===== src/rtl/core_pkg.sv =====
`default_nettype none
// ============================================================================
// core_pkg
// Declarations shared by the fetch stage and branch_control: the fetch FSM
// state encoding, the reset PC default, the instruction field positions and
// the opcode constants that both blocks decode.
// Revision: 1.0 - initial release
// ============================================================================
package core_pkg;

  // Fetch FSM states: no request / request outstanding / instruction held.
  typedef enum logic [1:0] {
    FETCH_IDLE = 2'd0,
    FETCH_REQ  = 2'd1,
    FETCH_HOLD = 2'd2
  } fetch_state_e;

  localparam int unsigned C_RESET_PC = 0;

  // The opcode occupies the top OP_BITS of the instruction word, so its
  // position is expressed as an offset from the MSB.
  localparam int unsigned C_OPCODE_MSB_OFFSET = 0;

  // The immediate is always the low half-word.
  localparam int unsigned C_IMM_LSB   = 0;
  localparam int unsigned C_IMM_WIDTH = 16;

  // Opcodes that branch_control also decodes.
  localparam logic [4:0] C_OP_HALT = 5'b11111;
  localparam logic [4:0] C_OP_BR   = 5'b01101;
  localparam logic [4:0] C_OP_JMP  = 5'b00100;

endpackage : core_pkg
`default_nettype wire


===== src/rtl/fetch_unit.sv =====
`default_nettype none
// ============================================================================
// fetch_unit
// Instruction fetch stage. Holds the PC, fetches the word at that address
// over a req/ack memory handshake and presents it to decode. It loads nextPC
// into the PC when decode consumes the instruction.
//
// Ports:
//   clk, rst     clock, asynchronous active-high reset
//   run          lets fetching start out of IDLE; it is sampled only in IDLE
//   nextPC       next PC from branch_control, sampled together with advance
//   advance      decode consumes the held instruction
//   imem_req     memory request, high while in REQ
//   imem_addr    request address, equal to currPC
//   imem_ack     memory returns imem_rdata this cycle
//   imem_rdata   instruction word
//   currPC       current PC
//   instr        registered instruction
//   instr_valid  instr holds the word fetched from currPC
//   opcode, imm  field slices of instr
// Revision: 1.0 - initial release
// ============================================================================
module fetch_unit
  import core_pkg::*;
#(
  parameter int unsigned     BITS       = 16,
  parameter int unsigned     OP_BITS    = 5,
  parameter int unsigned     INSTR_BITS = 32,
  parameter logic [BITS-1:0] RESET_PC   = BITS'(C_RESET_PC)
) (
  input  logic                  clk,
  input  logic                  rst,
  input  logic                  run,
  input  logic [BITS-1:0]       nextPC,
  input  logic                  advance,
  output logic                  imem_req,
  output logic [BITS-1:0]       imem_addr,
  input  logic                  imem_ack,
  input  logic [INSTR_BITS-1:0] imem_rdata,
  output logic [BITS-1:0]       currPC,
  output logic [INSTR_BITS-1:0] instr,
  output logic                  instr_valid,
  output logic [OP_BITS-1:0]    opcode,
  output logic [15:0]           imm
);

  fetch_state_e          state_q, state_d;
  logic [BITS-1:0]       pc_q, pc_d;
  logic [INSTR_BITS-1:0] instr_q, instr_d;
  logic                  valid_q, valid_d;

  always_ff @(posedge clk or posedge rst) begin
    if (rst) begin
      state_q <= FETCH_IDLE;
      pc_q    <= RESET_PC;
      instr_q <= '0;
      valid_q <= 1'b0;
    end else begin
      state_q <= state_d;
      pc_q    <= pc_d;
      instr_q <= instr_d;
      valid_q <= valid_d;
    end
  end

  // imem_ack only matters in REQ and advance only in HOLD, so each input is
  // looked at only in its own state branch.
  always_comb begin
    state_d = state_q;
    pc_d    = pc_q;
    instr_d = instr_q;
    valid_d = valid_q;
    case (state_q)
      FETCH_IDLE: begin
        if (run) begin
          state_d = FETCH_REQ;
        end
      end
      FETCH_REQ: begin
        if (imem_ack) begin
          instr_d = imem_rdata;
          valid_d = 1'b1;
          state_d = FETCH_HOLD;
        end
      end
      FETCH_HOLD: begin
        if (advance) begin
          // nextPC is taken as is; wrap-around is branch_control's business.
          pc_d    = nextPC;
          valid_d = 1'b0;
          state_d = FETCH_REQ;
        end
      end
      default: begin
        state_d = FETCH_IDLE;
        valid_d = 1'b0;
      end
    endcase
  end

  // Decoded straight from the state register so that an asynchronous reset
  // drops the request at once.
  assign imem_req    = (state_q == FETCH_REQ);
  assign imem_addr   = pc_q;
  assign currPC      = pc_q;
  assign instr       = instr_q;
  assign instr_valid = valid_q;
  assign opcode      = instr_q[INSTR_BITS-1-C_OPCODE_MSB_OFFSET -: OP_BITS];
  assign imm         = instr_q[C_IMM_LSB +: C_IMM_WIDTH];

endmodule : fetch_unit
`default_nettype wire


===== config.mk =====
export PLATFORM = sky130hd
export DESIGN_NAME = fetch_unit
export DESIGN_NICKNAME = d
export VERILOG_FILES = /design/src/rtl/core_pkg.sv /design/src/rtl/fetch_unit.sv
export SDC_FILE = /design/constraint.sdc
export NUM_CORES = 1
export LEC_CHECK = 0
export ABC_AREA = 1
export CORE_UTILIZATION = 40
export CTS_CLUSTER_SIZE = 14
export DETAILED_ROUTE_END_ITERATION = 8
export GPL_TIMING_DRIVEN = 0
export HOLD_SLACK_MARGIN = 0.02
export PLACE_DENSITY = 0.88
export SKIP_LAST_GASP = 1
export SLEW_MARGIN = 20
export SYNTH_ARGS = -nofsm -noshare
export SYNTH_HDL_FRONTEND = slang
export SYNTH_SLANG_ARGS = --single-unit

===== constraint.sdc =====
create_clock -name clk -period 3.29 [get_ports clk]
set_input_delay 0.329 -clock clk [delete_from_list [all_inputs] [get_ports clk]]
set_output_delay 0.329 -clock clk [all_outputs]
set_load 0.03 [all_outputs]

==> results.md <==
- Status: finished, final reports clean
- DR vias/cell: 4.541
- Top cell type's share of synthesized area: 54.75%
- Distinct cell type count after synthesis: 17
- Total gr overflow: 0
- CP Capture Type: output pin
- Detail Placement HPWL: 4861 um
- Root Driver: clkbuf_8
- CTS buffer count: 5
- Layout cells sized above 1: 15.23%
- Area of the mapped netlist: 2331 um^2
- Syn Nets: 313
- Worst min-delay path class: input port to flop
- Final Instance Count excl. Fillers: 479
- Fin. max-slew vios: 0
- Tot GR Track Use: 20.91%
- Async set-reset flop share out of synthesis: 100.0%
- Area share of xor/xnor cells in the synthesized design: 0%
- Total of max-cap violations: 0
- Number of global-route vias before repair: 2114
- Initial DRC count: 94
- Critical Path AT: 1920 ps
- Clk slew on worst S/H paths: 90 ps
- H-Tree Depth: 2
- Largest net degree at the start of global routing: 29
- Area leader, netlist: dfrtp_1
- Final period util: 68.38%
- Residual DRC count: 0
- RSZ-0062 raised after global routing: no
- Post-CTS setup-driven buffer insertion count: 0
- Initial core utilization: 41.82%
- Post-synth EDFFs: 0
- Met2 routed WL: 3253 um
- Clock sink total: 51
- Setup CP Type: flop to output pin
- F_max: 0.4445 GHz
- Die X: 78.34 um
- Worst-Margin Slew: 518.8 ps
- Register bit total from synthesis: 51
- Pwr/cell area: 1126 nW/um^2
- Syn avg cell area: 8.965 um^2
- IO buf count: 138
- Setup Skew: 7.663 ps
- Post-Synth Adder-Cell Area: 0%
- Die area: 6136 um^2
- Relative slew slack: 65.36%
- First-pass GRT wire length: 9949 um
- Die Span Y: 78.34 um
- Synth Area in Simple Gates: 22.22%
- Main flop type after synthesis: dfrtp_1
- Metal1 wirelength: 2423 um
- Max clock buf depth: 2
- Worst vdd ir: 0.0005568 V
- LEAKAGE: 0.001946 uW
- Final setup violation count: 0
- Vias: 2175
- Fillers: 451
- Io pins: 140
- Top post-synthesis cells by area: dfrtp_1 (55%), nand2_1 (14%), buf_4 (13%)
- Minimum clock period: 2250 ps
- Synthesis Warnings: 0
- Synthesized instance count: 260
- Mux cell area share after synthesis: 0%
- # nets final: 459
- Final GP Congestion: 0.7097
- Diode count: 0
- Antenna-violating nets left: 0
- Proportion of synthesized chip area in sequential cells: 54.75%
- DR WL/cell: 12.76 um
- Rows: 27
- Hold_buf cts: 0
- CP max FO: 10
- Routed WL: 6114 um
- CP Launch Type: flop
- Gates resized, CTS repair: 0
- Post-synthesis compound-gate area fraction: 4.079%
- Top sig layer: met4
- Final Hold Fails: 0
- Worst-Skew Late Latency: 300 ps
- Dpl cells: 471
- Setup_tns: 0 ps
- TritonCTS clock tree: built
- Largest family of logic cells by synthesized area: simple AND/OR/NAND/NOR gates
- Core ar.: 5574 um^2
- Layout area overhead: 69.03%
- Metal3 WL: 344 um
- Pre-antenna DRT Iters: 4
- Most instantiated cells after synthesis: nand2_1 (84), dfrtp_1 (51), buf_4 (40)
- Worst EP required: 2960 ps
- Initial antenna violation count: 0
- Most numerous cell in the Yosys netlist: nand2_1
placed cells by master, fill, tap and decap left out:
master / synthesis / layout
a21o_1: 1 / 1
buf_1: 1 / 1
buf_12: 0 / 1
buf_2: 4 / 4
buf_4: 40 / 40
buf_6: 3 / 3
bufinv_16: 0 / 1
clkbuf_1: 1 / 1
clkbuf_2: 1 / 1
clkbuf_8: 0 / 6
clkdlybuf4s50_1: 0 / 138
clkinv_2: 0 / 1
dfrtp_1: 51 / 51
inv_1: 19 / 18
inv_2: 1 / 2
nand2_1: 84 / 84
nand2_4: 1 / 1
nand3_1: 34 / 34
nand3_2: 1 / 1
nor2_4: 1 / 1
o21ai_0: 16 / 16
o31ai_1: 1 / 1
power by group:
group / leakage [uW] / switching [uW] / internal [uW]
clock network: 0.0000612 / 200 / 246
registers: 0.000639 / 218 / 915
logic: 0.00124 / 1570 / 1280
per-stage QoR:
step / setup WS, ps / power [uW] / hold slack, ps / area, um^2 / utilization [%]
2_1_floorplan: 1731 / 2837 / 424.1 / 2331 / -
3_3_place_gp: 810.5 / 3947 / 452.9 / 3802 / 68.22
3_5_place_dp: 1365 / 4026 / 461.1 / 3822 / 68.57
4_1_cts: 1019 / 4476 / 354.6 / 3940 / 70.68
5_1_grt: 942.1 / 4676 / 380.2 / 3940 / 70.68
6_report: 1040 / 4438 / 357.2 / 3940 / 70.68
registers in the layout, indices dropped and copies added (netlist names):
| register | flops |
|---|---|
| currPC | 16 |
| instr | 32 |
| instr_valid | 1 |
| state_q | 2 |
kinds of logic (layout without fill, tap and decap cells):
group	after synthesis	after routing
buffers and inverters	70	217
flip-flops	51	51
AO/OA/AOI/OAI	18	18
AND/OR/NAND/NOR	121	121
path summary, 6_finish.rpt:
kind	start	end	slack (ps)	depth (start not counted)
setup / recovery	state_q[1]	imem_req	1040	3
hold / removal	imem_ack	instr[30]	360	3
setup reg to reg	state_q[1]	instr[14]	2050	5
hold reg to reg	instr[17]	instr[17]	480	2
max in group asynchronous	rst	currPC[13]	2390	3
min in group asynchronous	rst	instr[20]	380	2
worst max-delay path, cell delays in order, from the launching register on:
cell and delay, ps:
dfrtp_1 450, nor2_4 270, buf_4 220, clkdlybuf4s50_1 680
per-layer routing:
layer,global-route usage [%],vias to the layer above
met4,8.148,0
met2,37.98,82
met5,0,-
li1,-,1061
met3,3.953,7
met1,24.15,1025
cell type report:
cell class,instances,area [um^2],area share [%]
Clock buffer,6,82.58,2.096
Clock inverter,2,35.03,0.8892
Sequential cell,51,1276,32.39
Buffer,50,366.6,9.305
Timing Repair Buffer,139,1401,35.57
Tap cell,72,90.09,2.286
Multi-Input combinational cell,139,613.1,15.56
Inverter,20,75.07,1.905
(Power assumes the default switching activity.)
